[config.mk]
export PLATFORM = sky130hd
export DESIGN_NAME = csr_req_seq_flat
export DESIGN_NICKNAME = d
export VERILOG_FILES = /design/src/rtl/csr_req_seq_if.sv /design/src/rtl/csr_req_seq.sv /design/src/flat_wrapper.sv
export SDC_FILE = /design/constraint.sdc
export NUM_CORES = 1
export LEC_CHECK = 0
export BUFFER_PORTS_ARGS = -buffer_cell sky130_fd_sc_hd__buf_2
export CAP_MARGIN = 20
export CORE_UTILIZATION = 28
export DETAILED_ROUTE_END_ITERATION = 10
export MAX_ROUTING_LAYER = met4
export PLACE_DENSITY_LB_ADDON = 0.15
export SLEW_MARGIN = 0
export SYNTH_ARGS = -nofsm -noshare
export SYNTH_HDL_FRONTEND = slang
export SYNTH_SLANG_ARGS = --single-unit
[constraint.sdc]
create_clock -name clk -period 1.7 [get_ports clk]
set_input_delay 0.34 -clock clk [delete_from_list [all_inputs] [get_ports clk]]
set_output_delay 0.34 -clock clk [all_outputs]
set_load 0.05 [all_outputs]
[src/rtl/csr_req_seq_if.sv]
// CSR request/response bundle: execute-stage request, csr file access, writeback response.
// Latency: none (wiring only).
// Backpressure: req_ready/rsp_ready valid-ready handshakes; csr file side has no flow control.
//
// Modports:
//   slave  - the sequencer (consumes requests, drives the csr file, produces responses)
//   master - the surrounding environment (execute stage, csr file, writeback)
interface csr_req_seq_if #(
    parameter int XLEN   = 32,
    parameter int CSR_AW = 12
);
    // execute stage -> sequencer
    logic              req_valid;
    logic              req_ready;
    logic [2:0]        req_funct3;
    logic [CSR_AW-1:0] req_addr;
    logic [4:0]        req_rs1;
    logic [XLEN-1:0]   req_src;
    logic [4:0]        req_rd;

    // sequencer <-> csr file
    logic              csr_we;
    logic [CSR_AW+7:0] csr_instr_31_12;
    logic [XLEN-1:0]   csr_wd;
    logic [XLEN-1:0]   csr_rd;

    // sequencer -> writeback
    logic              rsp_valid;
    logic              rsp_ready;
    logic [XLEN-1:0]   rsp_data;
    logic [4:0]        rsp_rd;
    logic              rsp_err;

    modport slave (
        input  req_valid, req_funct3, req_addr, req_rs1, req_src, req_rd,
        output req_ready,
        output csr_we, csr_instr_31_12, csr_wd,
        input  csr_rd,
        output rsp_valid, rsp_data, rsp_rd, rsp_err,
        input  rsp_ready
    );

    modport master (
        output req_valid, req_funct3, req_addr, req_rs1, req_src, req_rd,
        input  req_ready,
        input  csr_we, csr_instr_31_12, csr_wd,
        output csr_rd,
        input  rsp_valid, rsp_data, rsp_rd, rsp_err,
        output rsp_ready
    );
endinterface

[src/rtl/csr_req_seq.sv]
// CSR access sequencer: encodes one decoded CSR request onto the csr file port and returns the old value.
// Latency: request accept -> 1 ISSUE cycle -> response valid (illegal funct3 skips ISSUE); one access in flight.
// Backpressure: req_ready low until the response handshakes; rsp_ready low holds RESP indefinitely.
//
// Ports: clk, rst (synchronous, active-high), bus (csr_req_seq_if.slave: req_*, csr_*, rsp_*).
// Optional: define CSR_SEQ_CNT_EN to add cnt_access[31:0] (committed writes) and cnt_err[15:0]
//           (illegal-funct3 requests) output counters.
module csr_req_seq #(
    parameter int XLEN   = 32,
    parameter int CSR_AW = 12
) (
    input  logic               clk,
    input  logic               rst,
    csr_req_seq_if.slave       bus
`ifdef CSR_SEQ_CNT_EN
    ,
    output logic [31:0]        cnt_access,
    output logic [15:0]        cnt_err
`endif
);

    typedef enum logic [1:0] {
        IDLE  = 2'd0,
        ISSUE = 2'd1,
        RESP  = 2'd2
    } state_t;

    state_t            state_q;
    state_t            state_d;

    logic [CSR_AW+7:0] instr_q;
    logic [XLEN-1:0]   wd_q;
    logic              we_q;
    logic [XLEN-1:0]   rsp_data_q;
    logic [4:0]        rsp_rd_q;
    logic              rsp_err_q;

    logic              req_hs;
    logic              req_legal;
    logic              req_writes;

    assign req_hs    = bus.req_valid && bus.req_ready;
    // funct3 000 and 100 are the only encodings with no CSR op in the low two bits.
    assign req_legal = (bus.req_funct3[1:0] != 2'b00);
    // rw/rwi always write; set/clear variants only write when rs1/uimm is non-zero.
    assign req_writes = (bus.req_funct3[1:0] == 2'b01) || (bus.req_rs1 != 5'd0);

    // ---------------- state register ----------------
    always_ff @(posedge clk) begin
        if (rst) begin
            state_q <= IDLE;
        end else begin
            state_q <= state_d;
        end
    end

    // ---------------- next-state logic ----------------
    always_comb begin
        state_d = state_q;
        case (state_q)
            IDLE: begin
                if (bus.req_valid) begin
                    state_d = req_legal ? ISSUE : RESP;
                end
            end
            ISSUE: begin
                state_d = RESP;
            end
            RESP: begin
                if (bus.rsp_ready) begin
                    state_d = IDLE;
                end
            end
            default: begin
                state_d = IDLE;
            end
        endcase
    end

    // ---------------- output logic ----------------
    always_comb begin
        bus.req_ready = (state_q == IDLE);
        bus.rsp_valid = (state_q == RESP);
        // Gating with rst keeps a reset landing on the ISSUE cycle from committing a write.
        bus.csr_we    = (state_q == ISSUE) && we_q && !rst;
    end

    assign bus.csr_instr_31_12 = instr_q;
    assign bus.csr_wd          = wd_q;
    assign bus.rsp_data        = rsp_data_q;
    assign bus.rsp_rd          = rsp_rd_q;
    assign bus.rsp_err         = rsp_err_q;

    // ---------------- request latch / response capture ----------------
    // The csr file port fields are registered at accept so they are valid throughout ISSUE
    // and simply hold afterwards; illegal requests never touch them.
    always_ff @(posedge clk) begin
        if (rst) begin
            instr_q    <= '0;
            wd_q       <= '0;
            we_q       <= 1'b0;
            rsp_data_q <= '0;
            rsp_rd_q   <= '0;
            rsp_err_q  <= 1'b0;
        end else begin
            if (req_hs) begin
                rsp_rd_q <= bus.req_rd;
                we_q     <= req_legal && req_writes;
                if (req_legal) begin
                    instr_q   <= {bus.req_addr, bus.req_rs1, bus.req_funct3};
                    wd_q      <= bus.req_funct3[2] ? {{(XLEN-5){1'b0}}, bus.req_rs1}
                                                   : bus.req_src;
                    rsp_err_q <= 1'b0;
                end else begin
                    rsp_data_q <= '0;
                    rsp_err_q  <= 1'b1;
                end
            end
            // csr_rd is the pre-write value; it is captured on the same edge the file commits.
            if (state_q == ISSUE) begin
                rsp_data_q <= bus.csr_rd;
            end
        end
    end

`ifdef CSR_SEQ_CNT_EN
    always_ff @(posedge clk) begin
        if (rst) begin
            cnt_access <= '0;
            cnt_err    <= '0;
        end else begin
            if (bus.csr_we) begin
                cnt_access <= cnt_access + 32'd1;
            end
            if (req_hs && !req_legal) begin
                cnt_err <= cnt_err + 16'd1;
            end
        end
    end
`endif

endmodule

[src/flat_wrapper.sv]
// flat-port wrapper written by rule: the top's interface ports become plain ports
module csr_req_seq_flat 
#(
    parameter int XLEN   = 32,
    parameter int CSR_AW = 12
)
  (clk, rst, bus_req_valid, bus_req_funct3, bus_req_addr, bus_req_rs1, bus_req_src, bus_req_rd, bus_req_ready, bus_csr_we, bus_csr_instr_31_12, bus_csr_wd, bus_csr_rd, bus_rsp_valid, bus_rsp_data, bus_rsp_rd, bus_rsp_err, bus_rsp_ready);
  csr_req_seq_if #(.XLEN(XLEN), .CSR_AW(CSR_AW)) bus_i ();
  input  logic clk;
  input  logic rst;
  input wire logic [$bits(bus_i.req_valid)-1:0] bus_req_valid;
  input wire logic [$bits(bus_i.req_funct3)-1:0] bus_req_funct3;
  input wire logic [$bits(bus_i.req_addr)-1:0] bus_req_addr;
  input wire logic [$bits(bus_i.req_rs1)-1:0] bus_req_rs1;
  input wire logic [$bits(bus_i.req_src)-1:0] bus_req_src;
  input wire logic [$bits(bus_i.req_rd)-1:0] bus_req_rd;
  output wire logic [$bits(bus_i.req_ready)-1:0] bus_req_ready;
  output wire logic [$bits(bus_i.csr_we)-1:0] bus_csr_we;
  output wire logic [$bits(bus_i.csr_instr_31_12)-1:0] bus_csr_instr_31_12;
  output wire logic [$bits(bus_i.csr_wd)-1:0] bus_csr_wd;
  input wire logic [$bits(bus_i.csr_rd)-1:0] bus_csr_rd;
  output wire logic [$bits(bus_i.rsp_valid)-1:0] bus_rsp_valid;
  output wire logic [$bits(bus_i.rsp_data)-1:0] bus_rsp_data;
  output wire logic [$bits(bus_i.rsp_rd)-1:0] bus_rsp_rd;
  output wire logic [$bits(bus_i.rsp_err)-1:0] bus_rsp_err;
  input wire logic [$bits(bus_i.rsp_ready)-1:0] bus_rsp_ready;
  assign bus_i.req_valid = bus_req_valid;
  assign bus_i.req_funct3 = bus_req_funct3;
  assign bus_i.req_addr = bus_req_addr;
  assign bus_i.req_rs1 = bus_req_rs1;
  assign bus_i.req_src = bus_req_src;
  assign bus_i.req_rd = bus_req_rd;
  assign bus_req_ready = bus_i.req_ready;
  assign bus_csr_we = bus_i.csr_we;
  assign bus_csr_instr_31_12 = bus_i.csr_instr_31_12;
  assign bus_csr_wd = bus_i.csr_wd;
  assign bus_i.csr_rd = bus_csr_rd;
  assign bus_rsp_valid = bus_i.rsp_valid;
  assign bus_rsp_data = bus_i.rsp_data;
  assign bus_rsp_rd = bus_i.rsp_rd;
  assign bus_rsp_err = bus_i.rsp_err;
  assign bus_i.rsp_ready = bus_rsp_ready;
  csr_req_seq #(.XLEN(XLEN), .CSR_AW(CSR_AW)) u_core (.clk(clk), .rst(rst), .bus(bus_i));
endmodule
### After elaboration in Yosys (flattened, before gate mapping)

Index checks and enable logic that the tools add are counted.

| word-level totals | value |
|---|---|
| bits in registers | 93 |
| input bits | 93 |
| output and inout port bits | 93 |
| logic and storage cells | 35 |

| cells by class | value |
|---|---|
| eq/ne operators | 6 |
| reduce and logical (&&, ||, !) cells | 13 |
| mux-type cells | 9 |

Operators by type and width:

| operator | count |
|---|---|
| 32-bit two-way mux | 4 |
| 2-bit two-way mux | 3 |
| 2-bit one-hot mux with 3 select lines | 1 |
| 2-bit AND reduction | 3 |
| 5-bit nonzero test | 1 |
| 2-bit by 1-bit equality test with 1-bit output, second input constant | 2 |
| 1-bit logical AND | 4 |
| 2-bit inequality test, second input constant | 2 |
| 2-bit nonzero test | 2 |
| 2-bit equality test, second input constant | 1 |
| 2-bit logical NOT | 1 |
| 2-bit by 1-bit inequality test with 1-bit output, second input constant | 1 |
| 1-bit logical NOT | 1 |
| 1-bit logical OR | 1 |
| 1-bit two-way mux | 1 |

### Depth between registers and ports, before layout

| logic depth | value |
|---|---|
| depth in word-level cells | 4 |
| gate-level depth with buffers | 6 |
| gate-level depth less buffers | 3 |

### Least setup slack after synthesis

OpenSTA, ideal clock, no wires.

| path | value |
|---|---|
| path kind | input port to output port |
| start point | input rst |
| end point | output bus_csr_we |
| stages on the path | 4 |
| path buffers | 2 |
| data required time | 1.360 ns |
| setup slack | -0.068 ns |
| arrival time | 1.428 ns |
| cell sequence | buf_2 -> nor3b_2 -> buf_2 -> and2_1 |

| on the way | value |
|---|---|
| word-level cells in the longest chain between the ends | 2 |

RTL lines:

| element | line | source |
|---|---|---|
| start, declared | flat_wrapper.sv:10 | `input logic rst;` |
| 1-bit logical NOT | csr_req_seq.sv:85 | `bus.csr_we = (state_q == ISSUE) && we_q && !rst;` |
| 1-bit logical AND | csr_req_seq.sv:85 |  |
| end, declared | flat_wrapper.sv:18 | `output wire logic [$bits(bus_i.csr_we)-1:0] bus_csr_we;` |

Every way passes these cells.

### Worst setup path after layout

| path | value |
|---|---|
| start point | register u_core.state_q[1] |
| end point | output bus_csr_we |

| on the way | value |
|---|---|
| word-level cells in the longest chain between the ends | 3 |

RTL lines:

| element | line | source |
|---|---|---|
| start, declared | csr_req_seq.sv:28 | `state_t state_q;` |
| start signal, assigned | csr_req_seq.sv:53 | `state_q <= state_d;` |
| 2-bit by 1-bit equality test with 1-bit output | csr_req_seq.sv:85 |  |
| 1-bit logical AND (2 in a row) | csr_req_seq.sv:85 |  |

Every way passes these cells.

==> impl_results.md <==
- CTS Buf Count: 9
- Actual slew at the worst max-slew pin: 450 ps
- First-iteration detailed-routing DRC count: 211
- Crit Path Class: reg2out
- Row cnt: 40
- Clock-pin slew on the worst setup and hold paths: 60 ps
- Post-synthesis mux area share: 1.43%
- Hold/Removal Path Class: in2reg
- FF-to-FF Start: u_core.state_q[1]
- Final net count: 624
- CTS Buffer Depth: 2
- Post-synthesis adder-cell area fraction: 0%
- Die height: 114 um
- Crit Reg-Reg Endpoint: u_core.bus.csr_wd[21]
- Hold Fails Final Rpt: 0
- Mean Syn Cell Area: 9.79 sq um
- Most common cell after layout, fill and taps aside: buf_2
- Max cap viols: 0
- Clock skew: 10.3 ps
- Syn Inst Count: 358
- Min-Delay Startpoint: bus_csr_rd[4]
- Leak pwr: 2.23 nW
- Fin crit share: 95.0%
- WP data arrival: 1270 ps
- Area Overhead vs Synth: 39.8%
- Antenna Cells: 0
- Wire length per cell: 15.3 um
- Worst-Skew Late Latency: 340 ps
- CTS tree: built
- Crit path launch type: flip-flop
- Sequential share of the synthesized area: 53.1%
- FMAX: 0.619 GHz
- Unrepaired setup endpoints after global routing: no
- Crit Path Max Fanout: 4
- Post-CTS setup buffers: 0
- Setup TNS: 0 ps
- Vias in the first global route: 3190
- Initial core utilization: 28.9%
- Outcome: completed
- Reg2reg setup slack: 170 ps
- Tot Pwr: 5.37 mW
- Hold Crit Depth: 2
- Simple-gate share of the synthesized area: 13.7%
- Mapped Area: 3500 sq um
- Post-Synth XOR/XNOR Area: 0%
- DP HPWL: 7280 um
- WP data required: 1360 ps
- Largest family of logic cells by synthesized area: compound AO/OA/AOI/OAI gates
- DRC: 0
- Synth cell types: 33
- Routability Congestion: 0.740
- YS warnings: 0
- Max transition margin: 70.0%
- Port Buf Inserts: 185
- Post-synthesis compound-gate area fraction: 25.1%
- CTS Sinks: 93
- Pin count of the biggest net entering global routing: 58
- IO Count: 186
- Mapped Nets: 451
- CTS root buf: clkbuf_16
- Number of synthesized register bits: 93
- Via density: 4.84
- Crit end category: primary output
- Final Max Tran Viols: 0
- Post-DRT Antenna Nets: 0
- First-pass GRT wire length: 16700 um
- Register-to-Register Path Depth: 4
- Total number of vias: 3404
- Core region area: 12100 sq um
- Drt first pass iters: 4
- GRT Total Usage: 17.1%
- Worst Hold End: u_core.bus.rsp_data[4]
- Peak supply drop: 365 uV
- Pwr dens: 1100 nW/um^2
- Min Tclk post-route: 1610 ps
- Htree depth: 3
- Initial antenna violation count: 0
- GRT overflow: 0
- Final setup viols: 0
- Wirelength, routed: 10800 um
- Die Wd: 114 um
- Most frequent cells in the layout: buf_2 (183), dfxtp_1 (93), a21oi_1 (56)
- Layout cell share with drive strength beyond 1: 42.7%
- Die area: 13000 sq um
## cells in the mapped netlist
master | instances | area share [%]
buf_1 | 1 | 0.11
and2_1 | 1 | 0.18
nor2b_1 | 1 | 0.18
nor3b_1 | 1 | 0.21
nor3_1 | 1 | 0.14
nor2_1 | 3 | 0.32
a32o_1 | 1 | 0.29
inv_1 | 2 | 0.21
or4_1 | 1 | 0.21
mux2i_1 | 5 | 1.4
a31o_2 | 1 | 0.25
buf_4 | 1 | 0.21
nand2b_1 | 1 | 0.18
nand3_1 | 18 | 2.6
buf_6 | 7 | 2.2
or3_1 | 1 | 0.18
a22o_1 | 32 | 8.0
o21ai_0 | 42 | 6.0
nor2_2 | 1 | 0.18
clkbuf_1 | 20 | 2.1
nand4b_1 | 27 | 6.7
dfxtp_1 | 93 | 53
o31ai_2 | 1 | 0.36
a211oi_1 | 5 | 1.1
nor3b_2 | 2 | 0.71
buf_2 | 12 | 1.7
or2_2 | 1 | 0.18
o21ai_1 | 6 | 0.86
a21oi_1 | 56 | 8.0
or3b_1 | 1 | 0.25
nand2_1 | 11 | 1.2
nor3_2 | 1 | 0.29
o311a_1 | 1 | 0.29
## area by class of cell
cell class | instances | area, sq um
repair buffers | 203 | 1100
clock inverters | 6 | 37.5
multi-input cells | 222 | 1440
fillers | 1249 | 7210
well taps | 168 | 210
clock buffers | 10 | 239
inverters | 2 | 7.51
flip-flops and latches | 93 | 1860
## how the worst max path moves through the flow
stage / from / to / slack (ps) / depth (start not counted)
2_1_floorplan: rst / bus_csr_we / 60 / 4
3_5_place_dp: bus_req_rs1[1] / u_core.we_q / 30 / 4
4_1_cts: u_core.state_q[1] / bus_rsp_valid / 10 / 3
5_1_grt: u_core.state_q[1] / bus_csr_we / 10 / 3
3_3_place_gp: bus_req_rs1[1] / u_core.we_q / 40 / 4
6_report: u_core.state_q[1] / bus_csr_we / 90 / 3
## report_power, final
group | switching, mW | internal (mW)
combinational | 0.787 | 0.333
sequential | 0.0571 | 2.30
clock | 0.860 | 1.03
## metal layers
metal	vias to the layer above	track usage, %	wire length, um
met5	-	-	0
met4	0	6.15	156
met3	12	4.84	844
met2	151	26.1	4880
met1	1574	21.6	4920
li1	1667	-	-
## worst max-delay path, stage by stage, from the launching register on
cell and delay, ps:
dfxtp_1 350, nor3b_4 200, and2_2 160, clkbuf_4 230
## cells by family (layout without fill, tap and decap cells)
| family | Yosys count | count (layout) |
|---|---|---|
| AOI/OAI and AO/OA | 145 | 145 |
| buffers and inverters | 43 | 221 |
| DFF | 93 | 93 |
| muxes | 5 | 5 |
| and+or+nand+nor | 72 | 72 |
## stage by stage
stage | util, % | hold WS, ps | cell area [sq um] | cells | worst slack (ps)
2_1_floorplan | - | 460 | 3510 | 358 | 59.3
3_3_place_gp | 38.1 | 441 | 4620 | 688 | 38.2
3_5_place_dp | 38.1 | 447 | 4620 | 688 | 32.6
4_1_cts | 40.4 | 196 | 4890 | 704 | 13.1
5_1_grt | 40.5 | 201 | 4900 | 704 | 12.9
6_report | 40.5 | 215 | 4900 | 704 | 85.7
## sequential cells by signal, summed over array words and instances, names as in the netlist
signal	cells
u_core.bus.csr_wd	32
u_core.we_q	1
u_core.bus.rsp_data	32
u_core.bus.rsp_rd	5
u_core.bus.csr_instr_31_12	20
u_core.bus.rsp_err	1
u_core.state_q	2
## what timing repair did
item | in CTS | in global routing
endpoints found under the setup margin | 0 | 2
hold buffers | 0 | 0
resized for setup | 0 | 3
Power figures use the tool's default switching activity.
